[config.mk]
export PLATFORM = sky130hd
export DESIGN_NAME = uart_tx_ctl_flat
export DESIGN_NICKNAME = d
export VERILOG_FILES = /design/src/rtl/uart_pkg.sv /design/src/rtl/uart_tx_ctl_if.sv /design/src/rtl/uart_bit_timer.sv /design/src/rtl/uart_tx_ctl.sv /design/src/flat_wrapper.sv
export SDC_FILE = /design/constraint.sdc
export NUM_CORES = 1
export LEC_CHECK = 0
export CAP_MARGIN = 20
export CELL_PAD_IN_SITES_DETAIL_PLACEMENT = 1
export CELL_PAD_IN_SITES_GLOBAL_PLACEMENT = 1
export CORE_MARGIN = 5
export CORE_UTILIZATION = 39
export CTS_CLUSTER_DIAMETER = 150
export DETAILED_ROUTE_END_ITERATION = 12
export PLACE_DENSITY_LB_ADDON = 0.1
export SYNTH_ARGS = -nofsm -noshare
export SYNTH_HDL_FRONTEND = slang
export SYNTH_HIERARCHICAL = 1
export SYNTH_SLANG_ARGS = --single-unit
[constraint.sdc]
create_clock -name clk_tx -period 3.2 [get_ports clk_tx]
set_input_delay 0.32 -clock clk_tx [delete_from_list [all_inputs] [get_ports clk_tx]]
set_output_delay 0.32 -clock clk_tx [all_outputs]
set_load 0.05 [all_outputs]
[src/rtl/uart_pkg.sv]
// Shared UART constants and transmit FSM state encoding, common to the tx and rx controllers.
package uart_pkg;

    localparam int OVERSAMPLE = 16;
    localparam int DATA_BITS  = 8;

    localparam logic [2:0] IDLE   = 3'd0;
    localparam logic [2:0] START  = 3'd1;
    localparam logic [2:0] DATA   = 3'd2;
    localparam logic [2:0] PARITY = 3'd3;
    localparam logic [2:0] STOP   = 3'd4;

    typedef enum logic [2:0] {
        ST_IDLE   = IDLE,
        ST_START  = START,
        ST_DATA   = DATA,
        ST_PARITY = PARITY,
        ST_STOP   = STOP
    } uart_state_t;

endpackage

[src/rtl/uart_tx_ctl_if.sv]
// Character handshake between the character source and the UART transmitter.
// Source drives tx_data/tx_data_vld and holds them until tx_data_rdy is seen.
interface uart_tx_ctl_if;
    logic [7:0] tx_data;
    logic       tx_data_vld;
    logic       tx_data_rdy;

    modport master (output tx_data, output tx_data_vld, input tx_data_rdy);
    modport slave  (input tx_data, input tx_data_vld, output tx_data_rdy);
endinterface

[src/rtl/uart_bit_timer.sv]
// Oversample bit timer: done pulses on the enable that closes each 16-enable bit period.
// Load has priority over tick; no backpressure.
module uart_bit_timer
    import uart_pkg::*;
(
    input  logic clk_tx,
    input  logic rst_clk_tx,
    input  logic tick,
    input  logic run,
    input  logic load,
    output logic done
);

    localparam int            CW     = $clog2(OVERSAMPLE);
    localparam logic [CW-1:0] RELOAD = CW'(OVERSAMPLE - 1);

    logic [CW-1:0] cnt_q;

    always_ff @(posedge clk_tx) begin
        if (rst_clk_tx) begin
            cnt_q <= '0;
        end else if (load) begin
            cnt_q <= RELOAD;
        end else if (run && tick) begin
            cnt_q <= (cnt_q == '0) ? RELOAD : cnt_q - CW'(1);
        end
    end

    assign done = run && tick && !load && (cnt_q == '0);

endmodule

[src/rtl/uart_tx_ctl.sv]
// UART transmit controller: START, 8 data LSB first, optional parity (UART_TX_PARITY_EN), NUM_STOP stops.
// Accepts one character per handshake only while idle; tx_data_rdy is low for the whole frame.
module uart_tx_ctl
    import uart_pkg::*;
#(
    parameter int NUM_STOP   = 1,
    parameter int PARITY_ODD = 0
) (
    input  logic         clk_tx,
    input  logic         rst_clk_tx,
    input  logic         baud_x16_en,
    uart_tx_ctl_if.slave tx_if,
    output logic         txd_tx,
    output logic         tx_busy
);

    if (NUM_STOP != 1 && NUM_STOP != 2) begin : g_bad_num_stop
        $error("uart_tx_ctl: NUM_STOP must be 1 or 2");
    end
    if (PARITY_ODD != 0 && PARITY_ODD != 1) begin : g_bad_parity_odd
        $error("uart_tx_ctl: PARITY_ODD must be 0 or 1");
    end

    localparam logic [2:0] LAST_BIT  = 3'(DATA_BITS - 1);
    localparam logic       STOP_LAST = 1'(NUM_STOP - 1);

    uart_state_t state_q, state_d;
    logic [7:0]  shift_q, shift_d;
    logic [2:0]  bit_cnt_q, bit_cnt_d;
    logic        stop_cnt_q, stop_cnt_d;
    logic        txd_q, txd_d;
    logic        rdy_q, rdy_d;
    logic        load;
    logic        bit_done;
    logic        accept;

`ifdef UART_TX_PARITY_EN
    localparam logic ODD_BIT = (PARITY_ODD != 0);
    logic par_q, par_d;
`endif

    assign accept            = tx_if.tx_data_vld && rdy_q;
    assign tx_if.tx_data_rdy = rdy_q;
    assign txd_tx            = txd_q;
    assign tx_busy           = (state_q != ST_IDLE);

    uart_bit_timer u_bit_timer (
        .clk_tx     (clk_tx),
        .rst_clk_tx (rst_clk_tx),
        .tick       (baud_x16_en),
        .run        (tx_busy),
        .load       (load),
        .done       (bit_done)
    );

    always_comb begin
        state_d    = state_q;
        shift_d    = shift_q;
        bit_cnt_d  = bit_cnt_q;
        stop_cnt_d = stop_cnt_q;
        txd_d      = txd_q;
        load       = 1'b0;
`ifdef UART_TX_PARITY_EN
        par_d      = par_q;
`endif
        case (state_q)
            ST_IDLE: begin
                txd_d = 1'b1;
                if (accept) begin
                    state_d = ST_START;
                    shift_d = tx_if.tx_data;
                    txd_d   = 1'b0;
                    load    = 1'b1;
`ifdef UART_TX_PARITY_EN
                    par_d   = (^tx_if.tx_data) ^ ODD_BIT;
`endif
                end
            end
            ST_START: begin
                if (bit_done) begin
                    state_d   = ST_DATA;
                    txd_d     = shift_q[0];
                    bit_cnt_d = 3'd0;
                end
            end
            ST_DATA: begin
                if (bit_done) begin
                    if (bit_cnt_q == LAST_BIT) begin
`ifdef UART_TX_PARITY_EN
                        state_d    = ST_PARITY;
                        txd_d      = par_q;
`else
                        state_d    = ST_STOP;
                        txd_d      = 1'b1;
                        stop_cnt_d = 1'b0;
`endif
                    end else begin
                        shift_d   = shift_q >> 1;
                        bit_cnt_d = bit_cnt_q + 3'd1;
                        txd_d     = shift_q[1];
                    end
                end
            end
`ifdef UART_TX_PARITY_EN
            ST_PARITY: begin
                if (bit_done) begin
                    state_d    = ST_STOP;
                    txd_d      = 1'b1;
                    stop_cnt_d = 1'b0;
                end
            end
`endif
            ST_STOP: begin
                txd_d = 1'b1;
                if (bit_done) begin
                    if (stop_cnt_q == STOP_LAST) begin
                        state_d = ST_IDLE;
                    end else begin
                        stop_cnt_d = stop_cnt_q + 1'b1;
                    end
                end
            end
            default: begin
                state_d = ST_IDLE;
                txd_d   = 1'b1;
            end
        endcase
        rdy_d = (state_d == ST_IDLE);
    end

    always_ff @(posedge clk_tx) begin
        if (rst_clk_tx) begin
            state_q    <= ST_IDLE;
            shift_q    <= '0;
            bit_cnt_q  <= '0;
            stop_cnt_q <= 1'b0;
            txd_q      <= 1'b1;
            rdy_q      <= 1'b1;
        end else begin
            state_q    <= state_d;
            shift_q    <= shift_d;
            bit_cnt_q  <= bit_cnt_d;
            stop_cnt_q <= stop_cnt_d;
            txd_q      <= txd_d;
            rdy_q      <= rdy_d;
        end
    end

`ifdef UART_TX_PARITY_EN
    always_ff @(posedge clk_tx) begin
        if (rst_clk_tx) begin
            par_q <= 1'b0;
        end else begin
            par_q <= par_d;
        end
    end
`endif

endmodule

[src/flat_wrapper.sv]
// flat-port wrapper written by rule: the top's interface ports become plain ports
module uart_tx_ctl_flat import uart_pkg::*;
#(
    parameter int NUM_STOP   = 1,
    parameter int PARITY_ODD = 0
)
  (clk_tx, rst_clk_tx, baud_x16_en, txd_tx, tx_busy, tx_if_tx_data, tx_if_tx_data_vld, tx_if_tx_data_rdy);
  uart_tx_ctl_if tx_if_i ();
  input  logic clk_tx;
  input  logic rst_clk_tx;
  input  logic baud_x16_en;
  output logic txd_tx;
  output logic tx_busy;
  input wire logic [$bits(tx_if_i.tx_data)-1:0] tx_if_tx_data;
  input wire logic [$bits(tx_if_i.tx_data_vld)-1:0] tx_if_tx_data_vld;
  output wire logic [$bits(tx_if_i.tx_data_rdy)-1:0] tx_if_tx_data_rdy;
  assign tx_if_i.tx_data = tx_if_tx_data;
  assign tx_if_i.tx_data_vld = tx_if_tx_data_vld;
  assign tx_if_tx_data_rdy = tx_if_i.tx_data_rdy;
  uart_tx_ctl #(.NUM_STOP(NUM_STOP), .PARITY_ODD(PARITY_ODD)) u_core (.clk_tx(clk_tx), .rst_clk_tx(rst_clk_tx), .baud_x16_en(baud_x16_en), .tx_if(tx_if_i), .txd_tx(txd_tx), .tx_busy(tx_busy));
endmodule
-- Yosys cells after proc, flatten, opt, wreduce, memory -nomap -nowiden
Cells that the tools add are included.
- register bits after elaboration: 21
- bits of input ports: 12
- add/sub/neg operators: 3
- equal/unequal tests: 10
- multiplexer cells: 30
- reductions and logical operators: 17
- operators by type and width (cell ; count):
    two-way mux 3 bit ; 9
    two-way mux 8 bit ; 3
    one-hot mux 8 bit (2 select lines) ; 1
    two-way mux 4 bit ; 3
    one-hot mux 3 bit (4 select lines) ; 1
    AND reduction 4 bit ; 3
    two-way mux 1 bit ; 10
    != test 2 x 1 -> 1 bit (second input constant) ; 5
    nonzero test 2 bit ; 4
    equality test 3 bit (second input constant) ; 2
    logical NOT 3 bit ; 2
    one-hot mux 3 bit (2 select lines) ; 1
    logical AND 1 bit ; 4
    logical NOT 4 bit ; 1
    subtractor 4 x 1 -> 4 bit (second input constant) ; 1
    adder 3 x 1 -> 3 bit (second input constant) ; 1
    equality test 3 x 1 -> 1 bit (second input constant) ; 1
    equality test 3 x 2 -> 1 bit (second input constant) ; 1
    one-hot mux 1 bit (3 select lines) ; 1
    nonzero test 3 bit ; 1
    != test 2 bit (second input constant) ; 1
    one-hot mux 1 bit (2 select lines) ; 1
    AND reduction 2 bit ; 1
    adder 1 bit (second input constant) ; 1
    logical NOT 1 bit ; 1

-- Logic depth before layout (Yosys ltp)
Gate-level depths: netlist of the first run.
- depth after elaboration: 9
- gate-level depth with buffers: 9

-- Cells and area by module
The synthesis of the first run kept the hierarchy.
- modules (own cells, without submodules) (module ; times used ; cells an instance ; area each (µm²)):
    uart_tx_ctl ; 1 ; 93 ; 830.8
    uart_bit_timer ; 1 ; 23 ; 202.7

-- Least setup slack after synthesis of the first run
OpenSTA, ideal clock, no wires.
- path kind: register to register
- start: register u_core.state_q[1]
- end: register u_core.shift_q[5]
- setup time: 88 ps
- data arrival time: 2652 ps
- required time: 3112 ps
- path slack: 460 ps
- cell stages (with the launch flop): 10
- path buffers: 2
- cell sequence: dfxtp_1 > buf_6 > or3_1 > nor2_1 > nor4_1 > inv_1 > a221oi_4 > buf_6 > nor2_1 > a311oi_2
- elaborated cells on any way between the ends: 14
- RTL lines (what ; RTL line ; source):
    from (decl) ; uart_tx_ctl.sv:27 ; uart_state_t state_q, state_d;
    from (signal assigned) ; uart_tx_ctl.sv:140 ; state_q <= state_d;
    nonzero test 3 bit ; uart_tx_ctl.sv:45 ; assign tx_busy = (state_q != ST_IDLE);
    net tx_busy ; flat_wrapper.sv:13 ; output logic tx_busy;
    logical AND 1 bit (3 in series) ; uart_bit_timer.sv:29 ; assign done = run && tick && !load && (cnt_q == '0);
    net u_core.bit_done ; uart_tx_ctl.sv:34 ; logic bit_done;
    != test 2 x 1 -> 1 bit (no line) ; n/a ;
    AND reduction 4 bit (no line) ; n/a ;
    to (signal assigned) ; uart_tx_ctl.sv:141 ; shift_q <= shift_d;
    to (decl) ; uart_tx_ctl.sv:28 ; logic [7:0] shift_q, shift_d;
The timed path passes the listed nets, and every way through them passes these cells.
A chain may end at the register's enable or synchronous reset.

-- Worst setup path after layout of the first run
- start: register u_core.state_q[0]
- end: register u_core.shift_q[3]
- word-level cells in the longest chain between the ends: 7
- elaborated cells on any way between the ends: 14
- ends and longest elaborated chain (what ; RTL line ; source):
    logical NOT 3 bit ; uart_tx_ctl.sv:66 ; case (state_q)
    two-way mux 1 bit ; uart_tx_ctl.sv:66 ;
    net u_core.load ; uart_tx_ctl.sv:33 ; logic load;
    logical NOT 1 bit ; uart_bit_timer.sv:29 ;
    logical AND 1 bit (2 in series) ; uart_bit_timer.sv:29 ;
    net u_core.bit_done ; uart_tx_ctl.sv:34 ;
    != test 2 x 1 -> 1 bit (no line) ; n/a ;
    AND reduction 4 bit (no line) ; n/a ;
The timed path passes the listed nets, and every way through them passes these cells.

==> results of run 1 <==
path summary, 6_finish.rpt:
path                                           from                   to  slack, ns
worst max register to register    u_core/state_q[0]    u_core/shift_q[3]       0.60
worst max-delay path              u_core/state_q[0]    u_core/shift_q[3]       0.60
worst min register to register  u_core/bit_cnt_q[1]  u_core/bit_cnt_q[1]       0.49
worst min-delay path            u_core/bit_cnt_q[1]  u_core/bit_cnt_q[1]       0.49
routing by layer:
layer  GRT usage [%]  wire (um)  part of all wire, %
met1            18.0       1080                   47
met2            23.1       1100                   48
met3            3.14         68                  3.0
met4            7.27         40                  1.8
met5               0          0                    0
power breakdown:
part           switching (mW)  leakage (nW)  internal [mW]
sequential             0.0194         0.165          0.271
clock                  0.0733        0.0138         0.0438
combinational          0.0694         0.292         0.0569
metrics by stage:
| step | setup slack, ns | power, mW | hold WS [ns] | instance area (sq um) |
|---|---|---|---|---|
| finish | 0.604 | 0.534 | 0.491 | 1210 |
| global route | 0.301 | 0.570 | 0.533 | 1210 |
| CTS | 0.586 | 0.544 | 0.496 | 1210 |
| detailed placement | 0.598 | 0.424 | 0.469 | 1190 |
| global placement | 0.660 | 0.420 | 0.461 | 1190 |
| floorplan | 0.460 | 0.383 | 0.389 | 1030 |
layout make-up:
class	count	area (sq um)	share of cell area (%)
Timing Repair Buffer	16	155	12.8
Tap cell	30	37.5	3.09
Inverter	5	18.8	1.55
Multi-Input combinational cell	86	579	47.7
Clock buffer	3	22.5	1.86
Sequential cell	20	400	33.0
kinds of logic after synthesis:
| logic type | synth area share (%) |
|---|---|
| DFF | 38.7 |
| AOI/OAI and AO/OA | 21.8 |
| xor gates and xnor gates | 2.54 |
| buffers and inverters | 5.21 |
| and+or+nand+nor | 25.1 |
| muxes | 3.03 |
| adders and majority gates | 3.63 |
registers in the layout (all words and copies together), names as in the netlist:
register and cells:
u_core/tx_if.tx_data_rdy 1, u_core/state_q 3, u_core/txd_tx 1, u_core/u_bit_timer/cnt_q 4, u_core/bit_cnt_q 3, u_core/shift_q 8
Yosys cell counts, types with 2 or more instances:
cell,n
dfxtp_1,20
nand2_1,11
nand3_1,7
a211oi_1,3
a21oi_1,9
a22o_1,2
ha_1,3
xnor2_1,2
mux2i_1,2
o21ai_0,2
a311oi_1,4
nor2_1,14
nor4_1,3
clkbuf_1,2
nor3_1,3
inv_1,5
buf_6,2
a311oi_2,2
or2_1,2
==> reports/metrics.yaml, run 1 <==
global_route:
  grt_antenna_before_repair: 0
  grt_pass1_vias: 904
  grt_max_degree: 20
  overflow: 0
  grt_usage_pct: 14.4
  grt_pass1_wl_mm: 4.01
timing:
  fin_crit_ns: 2.60
  hold_viol_final: 0
  setup-violations-final: 0
  fmax_mhz: 385
  rsz0062_at_grt: "false"
  tns_ns: 0
  finalCritPeriodShare_pct: 81.1
  worstMarginPinSlew_ns: 0.730
  relSlewSlack_pct: 51.2
  slew_viol_final: 0
  finClkSkew_ns: 0.00833
finish:
  layout_commonest_cell: "dfxtp_1"
  fillers: 314
  area_growth_pct: 17.4
  fin_cells: 160
  drive_above_1_share_pct: 9.23
  final_nets: 147
  final_util_pct: 48.5
  final_cell_mix: "20 x dfxtp_1, 14 x clkdlybuf4s50_1, 14 x nor2_1"
  antennaDiodeCount: 0
die:
  rows: 18
  die_x_um: 61.5
  fp.dieH_um: 61.5
  core_region_area_sq_mm: 0.00250
  die-area_sq_mm: 0.00378
  start_util_pct: 41.3
  io_pins: 15
drt:
  routed_via_density: 5.58
  final_antenna_net_count: 0
  drtIter0Drc: 50
  drc_errors: 0
  via_count: 893
  first_pass_iters: 4
  wl_per_cell_um: 14.3
  routed_wl_mm: 2.28
run:
  cap_viol_max_count: 0
cts:
  cts-root-buf: "clkbuf_4"
  htree_levels: 1
  cts_buffers: 3
  clk_pin_slew_ns: 0.11
  ctsResizeCount: 0
  cts_tree: "yes"
  clock_latency_ns: 0.30
  clock-sinks: 20
  postCtsSetupBuffers: 0
  holdBufCountCts: 0
  cts.path.max_buffers: 2
synth:
  yosysTopAreaCellShare_pct: 38.7
  ys_seq_area_share_pct: 38.7
  synth-edff-count: 0
  yosys_warnings: 6
  yosys.cell_types.count: 37
  synth_seq_cells: 20
  synth.net_count: 131
  async_flop_share_pct: 0
  syn_area_sq_mm: 0.00103
  synth.top_cells.by_area: "dfxtp_1 39%, nor2_1 5.1%, a21oi_1 4.4%, nand2_1 4.0%, ha_1 3.6%"
  yosys.area.top_type: "dfxtp_1"
  ys.flop_type: "dfxtp_1"
  synth.avg_cell_area_sq_um: 8.91
  synthCells: 116
placed_design:
  dp_cells: 157
  port_buffers: 14
  gp_congestion: 0.787
  hpwlAfterDp_mm: 1.70
critical_path:
  crit_path_frequent_cell: "nor2_1"
  end_kind: "flop"
  max_stage_delay_ns: 0.65
  critPathSlowestCell: "a221oi_4"
  rr_worst_depth: 7
  crit_chain: "or3_1 > nor2_1 > nor4_1 > inv_1 > a221oi_4 > nor2_1 > a311oi_1"
  cp_max_fo: 15
  crit_family: "compound AO/OA/AOI/OAI gates"
  cp.depth: 7
  startpoint_type: "flop"
  arrival_ns: 2.80
  critPathKind: "flop to flop"
  required_ns: 3.40
  crit_buf_inv: 1
min_path:
  hp-class: "flop to flop"
  holdPathStages: 1
pwr:
  vdd.ir_drop.worst_mv: 0.300
  power_density_mw_per_mm2: 440
  leakage_nw: 0.471
run_status:
  outcome: "finished clean"
Power figures use the tool's default switching activity.
==> run 2: changes to the inputs <==
Clock period 3.2 ns to 2.5 ns, I/O delays scaled along.
==> reports/metrics.yaml, run 2 (synthesis results as in run 1) <==
pwr:
  power_density_mw_per_mm2: 553  # +26%
  leakage_nw: 0.500  # +6.3%
  vdd.ir_drop.worst_mv: 0.348  # +16%
finish:
  largest-register: "u_core/shift_q"
  drive_above_1_share_pct: 14.7  # +5.5 points
  final_cell_mix: "20 x dfxtp_1, 14 x clkdlybuf4s50_1, 14 x nor2_1"
  final_nets: 153  # +4.1%
  fillers: 302  # -3.8%
  reg.largest.list: "u_core/shift_q x8, u_core/u_bit_timer/cnt_q x4"
  largest_register_ff_count: 8  # unchanged
  antennaDiodeCount: 0  # unchanged
  layout_commonest_cell: "dfxtp_1"
  area_growth_pct: 22.9
placed_design:
  port_buffers: 14  # unchanged
  pre_cts_slack_ns: 0.0151  # -0.582 ns
  gp_congestion: 0.793  # +0.76%
  hpwlAfterDp_mm: 1.93  # +14%
critical_path:
  end_kind: "flop"
  reg2reg_from: "u_core/u_bit_timer/cnt_q[0]"
  startpoint_type: "flop"
  reg2reg_slack_ns: 0.32  # -0.29 ns
  required_ns: 2.71  # -0.69 ns
  arrival_ns: 2.40  # -0.40 ns
  rr_worst_depth: 8  # +1
  worstSetupStartpoint: "u_core/u_bit_timer/cnt_q[0]"
  cp_max_fo: 14  # -1
  setup.worst_path.end: "u_core/shift_q[6]"
  reg2reg_to: "u_core/shift_q[6]"
  critPathKind: "flop to flop"
cts:
  holdBufCountCts: 0  # unchanged
  cts_buffers: 3  # unchanged
  clock-sinks: 20  # unchanged
  cts.path.max_buffers: 2  # unchanged
  htree_levels: 1  # unchanged
  cts-root-buf: "clkbuf_4"
  cts_tree: "yes"
  clock_latency_ns: 0.29  # about the same
  clk_pin_slew_ns: 0.11  # about the same
  ctsResizeCount: 0  # unchanged
  postCtsSetupBuffers: 0  # unchanged
drt:
  routed_via_density: 5.62  # +0.70%
  wl_per_cell_um: 15.4  # +7.8%
  drc_errors: 0  # unchanged
  routed_wl_mm: 2.55  # +12%
  final_antenna_net_count: 0  # unchanged
  drtIter0Drc: 23  # -54%
  via_count: 933  # +4.5%
  first_pass_iters: 4  # unchanged
global_route:
  overflow: 0  # unchanged
  grt_usage_pct: 15.3  # +0.94 points
  grt_pass1_vias: 978  # +8.2%
  grt_max_degree: 20  # unchanged
  grt_pass1_wl_mm: 4.24  # +5.7%
  grt_antenna_before_repair: 0  # unchanged
timing:
  hold_viol_final: 0  # unchanged
  rsz0062_at_grt: "false"
  finClkSkew_ns: 0.00113  # -0.00720 ns
  worstMarginPinSlew_ns: 0.617  # -0.113 ns
  fmax_mhz: 458  # +19%
  slew_viol_final: 0  # unchanged
  tns_ns: 0  # unchanged
  relSlewSlack_pct: 58.8  # +7.7 points
  setup-violations-final: 0  # unchanged
  fin_ws_ns: 0.318  # -0.286 ns
  finalCritPeriodShare_pct: 87.3  # +6.1 points
  fin_crit_ns: 2.18  # -0.414 ns
min_path:
  hp-class: "flop to flop"
die:
  fp.dieH_um: 61.5  # unchanged
  die-area_sq_mm: 0.00378  # unchanged
  start_util_pct: 41.3  # unchanged
  core_region_area_sq_mm: 0.00250  # unchanged
  io_pins: 15  # unchanged
  rows: 18  # unchanged
  die_x_um: 61.5  # unchanged
run_status:
  outcome: "finished clean"
run:
  cap_viol_max_count: 0  # unchanged
==> run 2: worst max-delay path, cell delays in order (launching register included) <==
cell and delay, ns:
dfxtp_1 0.36, inv_1 0.10, ha_1 0.17, nand3_1 0.12, nor4_2 0.21, inv_1 0.15
a221oi_4 0.61, nor2_1 0.12, a311oi_2 0.26
==> run 2: metrics by stage <==
step | hold slack (ns) | util [%] | power [mW] | std cells | instance area [sq um]
after global routing | 0.512 | 50.8 | 0.744 | 166 | 1270
after global placement | 0.463 | 49.9 | 0.553 | 163 | 1250
after CTS | 0.499 | 50.8 | 0.717 | 166 | 1270
after floorplan | 0.319 | - | 0.494 | 116 | 1040
final | 0.499 | 50.8 | 0.703 | 166 | 1270
after detailed placement | 0.468 | 49.9 | 0.561 | 163 | 1250
==> run 2: how the worst min path moves through the flow <==
stage / from / cells past startpoint / endpoint
floorplan: rst_clk_tx / 1 / u_core/u_bit_timer/cnt_q[0]
global placement: u_core/bit_cnt_q[1] / 1 / u_core/bit_cnt_q[1]
detailed placement: u_core/bit_cnt_q[1] / 1 / u_core/bit_cnt_q[1]
CTS: tx_if_tx_data[7] / 3 / u_core/shift_q[7]
global route: tx_if_tx_data[2] / 3 / u_core/shift_q[2]
finish: u_core/bit_cnt_q[1] / 1 / u_core/bit_cnt_q[1]
==> run 2: layout make-up <==
| cell class | instances | area [sq um] | share of cell area [%] |
|---|---|---|---|
| multi-input cells | 86 | 591 | 46.5 |
| flip-flops and latches | 20 | 400 | 31.5 |
| repair buffers | 22 | 200 | 15.8 |
| well taps | 30 | 37.5 | 2.96 |
| clock buffers | 3 | 22.5 | 1.77 |
| inverters | 5 | 18.8 | 1.48 |
==> run 2: where the power goes <==
part	internal, mW	switching (mW)
registers	0.347	0.0207
clock network	0.0561	0.0948
logic	0.0842	0.100
total	0.487	0.215
==> run 2: routing by layer <==
layer  global-route usage [%]  wire (um)  vias up  part of all wire [%]
li1                         -          -      466                     -
met1                     17.7       1160      453                    46
met2                     27.2       1280       10                    50
met3                     2.52         75        4                   2.9
met4                     7.27         34        0                   1.3
met5                        0          0        -                     0
==> run 3: changes to the inputs <==
Settings changed: HOLD_SLACK_MARGIN set to 0.08.
==> results of run 3 <==
Final layout, timing and power as in run 2 (identical DEF).
